===== config.mk =====
export PLATFORM = sky130hd
export DESIGN_NAME = hit_arbiter
export DESIGN_NICKNAME = d
export VERILOG_FILES = /design/src/rtl/whack_pkg.sv /design/src/rtl/button.sv /design/src/rtl/hit_arbiter.sv
export SDC_FILE = /design/constraint.sdc
export NUM_CORES = 1
export LEC_CHECK = 0
export BUFFER_PORTS_ARGS = -buffer_cell sky130_fd_sc_hd__buf_4
export CORE_ASPECT_RATIO = 1.1
export CORE_MARGIN = 1
export CORE_UTILIZATION = 60
export DETAILED_ROUTE_END_ITERATION = 7
export PLACE_DENSITY = 0.91
export SETUP_SLACK_MARGIN = 0.02
export SYNTH_ARGS = -nofsm -noshare
export SYNTH_HDL_FRONTEND = slang
export SYNTH_HIERARCHICAL = 1
export SYNTH_SLANG_ARGS = --single-unit

===== constraint.sdc =====
create_clock -name clk -period 4.57 [get_ports clk]
set_input_delay 0.457 -clock clk [delete_from_list [all_inputs] [get_ports clk]]
set_output_delay 0.457 -clock clk [all_outputs]
set_load 0.1 [all_outputs]

===== src/rtl/whack_pkg.sv =====
// -----------------------------------------------------------------------------
// whack_pkg
// Constants shared by the whack-a-mole hit arbiter and the game FSM.
//   NUM_BTN_DEF     default number of mole buttons
//   LOCKOUT_CYC_DEF default per-button re-trigger lockout, in clk cycles
//   DEB_CYC_DEF     cycles a synchronised button level must stay stable
//                   before the debouncer accepts it
//   idx_w(n)        width of a button index for n buttons (at least 1 bit)
// -----------------------------------------------------------------------------
package whack_pkg;

   localparam int NUM_BTN_DEF     = 8;
   localparam int LOCKOUT_CYC_DEF = 16;
   localparam int DEB_CYC_DEF     = 3;

   function automatic int idx_w(input int n);
      return (n > 2) ? $clog2(n) : 1;
   endfunction

endpackage


===== src/rtl/button.sv =====
// -----------------------------------------------------------------------------
// button
// Debounce and press-edge stage for one raw push button.
// The raw level is synchronised through two flops, then must differ from the
// accepted level for DEB_CYC consecutive cycles before it is accepted. A
// registered one-cycle press pulse is produced on the accepted rising edge.
// Latency from raw rising (setup before edge 0) to press high: after edge 4
// for DEB_CYC = 3.
// Ports:
//   clk    system clock
//   rst_n  asynchronous active-low reset (returns to idle, level 0)
//   raw    raw button level, asynchronous to clk
//   press  one-cycle pulse per accepted press
// -----------------------------------------------------------------------------
module button
   import whack_pkg::*;
#(
   parameter int DEB_CYC = DEB_CYC_DEF
)(
   input  logic clk,
   input  logic rst_n,
   input  logic raw,
   output logic press
);

   localparam logic [3:0] CNT_MAX = 4'(DEB_CYC - 1);

   if (DEB_CYC < 1 || DEB_CYC > 16) begin : g_bad_deb
      $error("button: DEB_CYC out of range 1..16");
   end

   logic       sync1_q, sync1_d;
   logic       sync2_q, sync2_d;
   logic       stable_q, stable_d;
   logic [3:0] cnt_q, cnt_d;
   logic       press_q, press_d;

   always_comb begin
      sync1_d  = raw;
      sync2_d  = sync1_q;
      stable_d = stable_q;
      cnt_d    = 4'd0;
      press_d  = 1'b0;
      // Any cycle where the synchronised level agrees with the accepted level
      // restarts the stability count, so glitches never accumulate.
      if (sync2_q != stable_q) begin
         if (cnt_q == CNT_MAX) begin
            stable_d = sync2_q;
            press_d  = sync2_q;
         end else begin
            cnt_d = cnt_q + 4'd1;
         end
      end
   end

   always_ff @(posedge clk or negedge rst_n) begin
      if (!rst_n) begin
         sync1_q  <= 1'b0;
         sync2_q  <= 1'b0;
         stable_q <= 1'b0;
         cnt_q    <= 4'd0;
         press_q  <= 1'b0;
      end else begin
         sync1_q  <= sync1_d;
         sync2_q  <= sync2_d;
         stable_q <= stable_d;
         cnt_q    <= cnt_d;
         press_q  <= press_d;
      end
   end

   assign press = press_q;

endmodule


===== src/rtl/hit_arbiter.sv =====
// -----------------------------------------------------------------------------
// hit_arbiter
// Debounces NUM_BTN raw mole buttons, latches each press as a pending hit and
// issues hits one at a time to the game logic over a valid/ready handshake,
// round-robin from a rotating pointer.
// Optional feature: define HIT_ARB_LOCKOUT_EN to add a per-button lockout
// counter, loaded with LOCKOUT_CYC on a grant; presses on a locked button are
// dropped silently.
// Ports:
//   clk         system clock
//   rst_n       asynchronous active-low reset
//   raw_button  raw buttons, active high, asynchronous
//   hit_ready   game logic accepts the presented hit
//   hit_valid   hit presented
//   hit_idx     index of the presented hit
//   pending     latched hits not yet issued
//   overflow    one-cycle pulse when a press is lost
// -----------------------------------------------------------------------------
module hit_arbiter
   import whack_pkg::*;
#(
   parameter  int NUM_BTN     = NUM_BTN_DEF,
   parameter  int LOCKOUT_CYC = LOCKOUT_CYC_DEF,
   localparam int IDX_W       = idx_w(NUM_BTN)
)(
   input  logic               clk,
   input  logic               rst_n,
   input  logic [NUM_BTN-1:0] raw_button,
   input  logic               hit_ready,
   output logic               hit_valid,
   output logic [IDX_W-1:0]   hit_idx,
   output logic [NUM_BTN-1:0] pending,
   output logic               overflow
);

   // Candidate index needs one spare bit so ptr + k can exceed NUM_BTN-1
   // before being folded back.
   localparam int CW = IDX_W + 1;

   if (NUM_BTN < 2 || NUM_BTN > 16) begin : g_bad_num
      $error("hit_arbiter: NUM_BTN out of range 2..16");
   end
   if (LOCKOUT_CYC < 1 || LOCKOUT_CYC > 255) begin : g_bad_lock
      $error("hit_arbiter: LOCKOUT_CYC out of range 1..255");
   end

   logic [NUM_BTN-1:0] p;
   logic [NUM_BTN-1:0] p_eff;
   logic [NUM_BTN-1:0] gnt_vec;
   logic [NUM_BTN-1:0] pending_q, pending_d;
   logic               hit_valid_q, hit_valid_d;
   logic [IDX_W-1:0]   hit_idx_q, hit_idx_d;
   logic               overflow_q, overflow_d;
   logic [IDX_W-1:0]   ptr_q, ptr_d;
   logic               slot_free;
   logic               gnt_any;
   logic               gnt_found;
   logic [IDX_W-1:0]   gnt_idx;
   logic [CW-1:0]      cand;

   for (genvar gi = 0; gi < NUM_BTN; gi++) begin : g_btn
      button u_button (
         .clk   (clk),
         .rst_n (rst_n),
         .raw   (raw_button[gi]),
         .press (p[gi])
      );
   end

`ifdef HIT_ARB_LOCKOUT_EN
   logic [NUM_BTN-1:0] locked;

   for (genvar gi = 0; gi < NUM_BTN; gi++) begin : g_lock
      logic [7:0] lock_q, lock_d;

      always_comb begin
         lock_d = lock_q;
         if (gnt_vec[gi]) begin
            lock_d = 8'(LOCKOUT_CYC);
         end else if (lock_q != 8'd0) begin
            lock_d = lock_q - 8'd1;
         end
      end

      always_ff @(posedge clk or negedge rst_n) begin
         if (!rst_n) begin
            lock_q <= 8'd0;
         end else begin
            lock_q <= lock_d;
         end
      end

      assign locked[gi] = (lock_q != 8'd0);
   end

   assign p_eff = p & ~locked;
`else
   assign p_eff = p;
`endif

   // Round-robin search: first pending bit at or above ptr, wrapping.
   always_comb begin
      gnt_found = 1'b0;
      gnt_idx   = '0;
      cand      = '0;
      for (int k = 0; k < NUM_BTN; k++) begin
         cand = {1'b0, ptr_q} + CW'(k);
         if (cand >= CW'(NUM_BTN)) begin
            cand = cand - CW'(NUM_BTN);
         end
         if (!gnt_found && pending_q[cand[IDX_W-1:0]]) begin
            gnt_found = 1'b1;
            gnt_idx   = cand[IDX_W-1:0];
         end
      end
   end

   assign slot_free = !hit_valid_q || hit_ready;
   assign gnt_any   = slot_free && gnt_found;
   assign gnt_vec   = gnt_any ? (NUM_BTN'(1) << gnt_idx) : '0;

   always_comb begin
      // A press landing on the bit being granted this cycle is a fresh event:
      // it re-sets the bit and is not counted as lost.
      pending_d   = (pending_q & ~gnt_vec) | p_eff;
      overflow_d  = |(p_eff & pending_q & ~gnt_vec);
      hit_valid_d = gnt_any || (hit_valid_q && !hit_ready);
      hit_idx_d   = gnt_any ? gnt_idx : hit_idx_q;
      ptr_d       = ptr_q;
      if (gnt_any) begin
         ptr_d = (gnt_idx == IDX_W'(NUM_BTN - 1)) ? '0 : gnt_idx + IDX_W'(1);
      end
   end

   always_ff @(posedge clk or negedge rst_n) begin
      if (!rst_n) begin
         pending_q   <= '0;
         hit_valid_q <= 1'b0;
         hit_idx_q   <= '0;
         overflow_q  <= 1'b0;
         ptr_q       <= '0;
      end else begin
         pending_q   <= pending_d;
         hit_valid_q <= hit_valid_d;
         hit_idx_q   <= hit_idx_d;
         overflow_q  <= overflow_d;
         ptr_q       <= ptr_d;
      end
   end

   assign hit_valid = hit_valid_q;
   assign hit_idx   = hit_idx_q;
   assign pending   = pending_q;
   assign overflow  = overflow_q;

endmodule


# Word level (Yosys, flattened, before mapping)
# Cells that the tools add are included.
# word_totals
output_inout_bits	13
in_bits	11
register_bits	80
wordCells	211
# classes
eq_ne	17
order_cmp	16
muxes	74
n_reduce_logical	29
add_sub_neg	24
bitwise	5
shift	1
# op_table
op	count
4-bit 2-to-1 mux	16
3-bit 2-to-1 mux	17
4-bit by 1-bit adder with 4-bit output (second input constant)	8
4-bit by 2-bit == test with 1-bit output (second input constant)	8
3-bit by 4-bit less-than comparator with 1-bit output (second input constant)	8
1-bit 2-to-1 mux	32
4-bit >= comparator (second input constant)	7
8-bit bitwise AND	3
1-bit binary-select mux with 3-bit select	8
3-bit by 1-bit subtractor with 3-bit output (second input constant)	8
3-bit by 3-bit adder with 4-bit output (second input constant)	4
2-bit AND reduction	8
1-bit logical AND	9
1-bit zero test	9
3-bit by 2-bit adder with 4-bit output (second input constant)	2
8-bit 2-to-1 mux	1
1-bit != test	8
8-bit NOT	1
8-bit OR	1
8-bit OR reduction	1
1-bit by 3-bit << shifter with 8-bit output (first input constant)	1
3-bit by 1-bit adder with 4-bit output (second input constant)	1
3-bit by 4-bit >= comparator with 1-bit output (second input constant)	1
3-bit by 1-bit adder with 3-bit output (second input constant)	1
other kinds (2)	3

# Longest topological paths before layout
# depth
depth_word	31
mapped_depth	19

# Hierarchy
# The synthesis kept the hierarchy.
# by_module_without_submodules
module	instances	area_each_um2	cells_each	seq_area_each_um2
button	8	312.8	23	200.2
hit_arbiter	1	1865.5	196	400.4

# Worst setup path before layout
# OpenSTA, ideal clock, no wires.
# synth_timing
path_type	reg-to-reg
from	register ptr_q[1]
to	register ptr_q[1]
t_arrival_ns	3.879
required_ns	4.487
stages_incl_launch_ff	18
path_slack_ns	0.609
cell_sequence	dfrtp_1 > buf_2 > clkbuf_1 > inv_1 > ha_1 > buf_6 > buf_12 > mux2i_1 > mux4_2 > a32oi_1 > and4b_1 > buf_6 > a221oi_1 > a41oi_1 > ha_1 > ha_1 > or3_1 > o21ai_0
# synth_via
elab_chain_len	28
word_cells_on_any_way	81
cone_classes	add/sub (16); order compare (8); eq/ne (1); mux (41); reduce/logical (15)
# synth_rtl
element	line	rtl
start, declared	hit_arbiter.sv:54	logic [IDX_W-1:0] ptr_q, ptr_d;
start signal, assigned	hit_arbiter.sv:147	ptr_q <= ptr_d;
branches (longest 25 deep; another with 3-bit by 1-bit adder with 4-bit output)	--	
3-bit 2-to-1 mux (*)	hit_arbiter.sv:111	if (!gnt_found && pending_q[cand[IDX_W-1:0]]) begin
named net gnt_idx[0]	hit_arbiter.sv:58	logic [IDX_W-1:0] gnt_idx;
3-bit by 1-bit adder with 3-bit output or 3-bit == test (tied branches)	hit_arbiter.sv:131	ptr_d = (gnt_idx == IDX_W'(NUM_BTN - 1)) ? '0 : gnt_idx + IDX_W'(1);
3-bit 2-to-1 mux (*)	hit_arbiter.sv:131	
# Mark *: on every way through the listed nets, which the timed path passes. The select of a mux whose other input is x is not followed.
# A chain may end at the register's enable or synchronous reset.

# Worst setup path in the final report
# layout_timing
from	register ptr_q[1]
to	register overflow_q, in the netlist overflow
# layout_via
elab_chain_len	31
word_cells_on_any_way	83
cone_classes	add/sub (15); order compare (8); shift (1); mux (41); bitwise (2); reduce/logical (16)
# layout_rtl
element	line	rtl
branches (longest 25 deep; another with 3-bit by 1-bit adder with 4-bit output)	--	
3-bit 2-to-1 mux (*)	hit_arbiter.sv:111	
named net gnt_idx[0]	hit_arbiter.sv:58	
1-bit by 3-bit << shifter with 8-bit output (*)	hit_arbiter.sv:120	assign gnt_vec = gnt_any ? (NUM_BTN'(1) << gnt_idx) : '0;
8-bit 2-to-1 mux (*)	hit_arbiter.sv:120	
8-bit NOT (*)	hit_arbiter.sv:126	overflow_d = |(p_eff & pending_q & ~gnt_vec);
8-bit bitwise AND (*)	hit_arbiter.sv:126	
8-bit OR reduction (*)	hit_arbiter.sv:126	
named net overflow_d	hit_arbiter.sv:53	logic overflow_q, overflow_d;
end signal, assigned	hit_arbiter.sv:146	overflow_q <= overflow_d;
end, declared	hit_arbiter.sv:53	
# Marked as above.

==> run_results.csv <==
group,metric,value,unit
status,outcome,"finished, final reports clean",
final_layout,n_fill_cell,501,
timing,fin_crit,4.27,ns
final_layout,diodes,0,
placed_design,dp_worst_setup_slack,0.388,ns
run,cap_viol_max_count,0,
floorplan,core-area,7050,sq um
timing,tightest_slew,0.932,ns
timing,holdWs,0.208,ns
synthesis,synth_top_area_cell,"dfrtp_1",
global_route,grt.total_usage,0.235,
worst_hold_path,whs_endpoint,"g_btn[6].u_button/sync1_q",
route,dr.pass1.iters,5,
floorplan,fp.dieArea,7630,sq um
timing,fmax,234,MHz
clocking,cts_tree,"built",
route,drt-wirelength-per-cell,16.9,um
worst_hold_path,hp-start,"raw_button[6]",
route,drt_wl_total,8.24,mm
setup_path,crit_type,"reg -> reg",
route,post-route-drc-count,0,
global_route,grt_remaining_overflow,0,
worst_hold_path,hp-class,"in -> reg",
global_route,antenna_found_initial,0,
synthesis,syn-num-nets,415,
synthesis,synth_top_area_frac,0.458,
timing,fin_ws,0.301,ns
clocking,clkSinkCount,80,
setup_path,r2r-end,"overflow",
setup_path,reg2reg_depth,13,
placed_design,portBuffers,23,
route,routed_via_density,6.07,
timing,setup_viol,0,
setup_path,reg2reg_from,"ptr_q[1]",
floorplan,die_height,91.5,um
synthesis,netlist_area,4370,sq um
floorplan,die_w,83.4,um
global_route,grt_pass1_wl,13.8,mm
timing,hold_viol_final,0,
route,detail-route-antenna-nets,0,
placed_design,place.gp.congestion,0.943,
floorplan,fp-row-count,32,
timing,maxSlewHeadroom,0.379,
synthesis,synth_area_leaders,"dfrtp_1 (46%), ha_1 (6.9%), mux4_2 (6.7%), xor2_1 (3.8%), nor2_1 (3.4%)",
timing,rsz0062_at_grt,"false",
synthesis,synth_cell_types,60,
synthesis,ys_ff_latch,80,
clocking,cts_max_level,3,
clocking,cts_resized,0,
global_route,grt_pass1_vias,2981,
synthesis,synth_edf_count,0,
timing,fin_worst_skew,0.00857,ns
clocking,clk_pin_slew_worst_paths,0.08,ns
final_layout,fin_nets,433,
clocking,clk-insertion-delay-late,0.35,ns
synthesis,synthArstFlopShare,1.00,
clocking,cts_buffer_depth,2,
timing,final_max_slew_viol_count,0,
timing,period_share,0.934,
setup_path,worst_ep_required_time,4.79,ns
clocking,postCtsSetupBuffers,0,
global_route,grt_max_degree,81,
synthesis,yosysWarnings,6,
clocking,cts_made_buffers,9,
setup_path,r2r_slack,0.30,ns
setup_path,critPathLaunch,"ptr_q[1]",
synthesis,syn_avg_cell_area,11.5,sq um
clocking,cts-hold-fix-buffers,0,
final_layout,areaGrowthSynthToFinish,8.28,%
synthesis,yosys_most_used_dff,"dfrtp_1",
setup_path,cp-end-kind,"flop",
setup_path,cp.arrival,4.49,ns
worst_hold_path,hold-path-cell-count,1,
setup_path,crit_path_start_kind,"flop",
route,drtIter0Drc,145,
setup_path,cp_max_fo,14,
floorplan,ios,24,
final_layout,drive_gt1_frac,0.196,
floorplan,initial_utilization,0.620,
synthesis,synth_cells,380,
route,vias,2962,
synthesis,ys_seq_area_frac,0.458,
clocking,root_buffer,"clkbuf_8",
placed_design,dpl.hpwl,5.75,mm
timing,fin_tns_setup,0,ns
==> worst max-delay path by stage <==
stage,to,slack [ns],cells after the start
final,overflow,0.30,13
after global routing,overflow,0.07,13
after CTS,overflow,0.36,13
after detailed placement,overflow,0.39,13
after global placement,overflow,0.65,13
after floorplan,ptr_q[1],0.61,17
==> area by class of cell <==
type | count | area [sq um] | area share
Inverter | 18 | 67.6 | 0.0143
Timing Repair Buffer | 25 | 188 | 0.0397
Clock buffer | 10 | 128 | 0.0270
Sequential cell | 80 | 2000 | 0.423
Tap cell | 85 | 106 | 0.0225
Clock inverter | 6 | 60.1 | 0.0127
Multi-Input combinational cell | 264 | 2180 | 0.461
==> cells in the mapped netlist, types with 5 or more instances <==
master    number
a21oi_1        5
clkbuf_1       7
dfrtp_1       80
ha_1          24
inv_1         17
mux2_4         8
mux2i_1       11
mux4_2        13
nand2_1       32
nand3_1       18
nor2_1        39
nor3b_1        8
o21ai_0       10
or3b_4         8
xnor2_1        9
xor2_1        19
==> cell families (layout without fill, tap and decap cells) <==
family                   count (synthesis)  after routing  synth area share
AND/OR/NAND/NOR                        124            124             0.147
flip-flops                              80             80             0.458
AO/OA/AOI/OAI                           53             53            0.0922
buffers and inverters                   36             59            0.0430
multiplexers                            35             35             0.134
XOR/XNOR                                28             28            0.0561
adder cells (fa/ha/maj)                 24             24            0.0687
==> state kept, by name, summed over array words and instances (netlist names) <==
| name | flops |
|---|---|
| g_btn.u_button/stable_q | 8 |
| g_btn.u_button/sync1_q | 8 |
| ptr_q | 3 |
| overflow | 1 |
| hit_valid | 1 |
| g_btn.u_button/sync2_q | 8 |
| g_btn.u_button/press | 8 |
| g_btn.u_button/cnt_q | 32 |
| pending | 8 |
| hit_idx | 3 |
==> metal layers <==
layer,GRT usage,vias up,part of all wire
li1,-,1364,-
met1,0.279,1491,0.39
met2,0.415,86,0.55
met3,0.0427,21,0.038
met4,0.106,0,0.024
met5,0,-,0
==> per-stage QoR <==
step | cell area (sq um) | util | instances
finish | 4730 | 0.671 | 488
global route | 4730 | 0.671 | 488
floorplan | 4370 | - | 380
global placement | 4540 | 0.645 | 472
detailed placement | 4540 | 0.645 | 472
CTS | 4730 | 0.671 | 488
==> layout by cell type (no fill, tap or decap), types with 2 or more instances in the layout <==
cell type	instances
dfrtp_1	80
nor2_1	39
nand2_1	32
buf_4	25
ha_1	24
xor2_1	19
nand3_1	18
inv_1	17
mux4_2	13
mux2i_1	11
o21ai_0	10
xnor2_1	9
clkbuf_8	9
or3b_4	8
nor3b_1	8
mux2_4	8
a21oi_1	5
o211ai_1	4
a221oi_1	4
a21o_1	4
nand2b_1	4
a22oi_1	3
and2_1	3
clkinv_2	3
mux4_1	2
a21oi_2	2
a31oi_1	2
a21boi_0	2
or2_2	2
a22o_1	2
clkinvlp_4	2
==> worst max-delay path, cell delays in order, from the launching register on <==
cell and delay, ns:
dfrtp_1 0.35, inv_1 0.09, ha_1 0.67, mux4_1 0.62, mux2i_1 0.19, a32oi_1 0.11, and4b_1 0.52, nand3_1 0.13
a41oi_1 0.43, ha_1 0.27, ha_1 0.16, a21boi_0 0.11, a221oi_1 0.37, nand4b_1 0.13
Power is not shown: default switching activity piles up to over one toggle a cycle in this logic, so the estimate is an artifact.
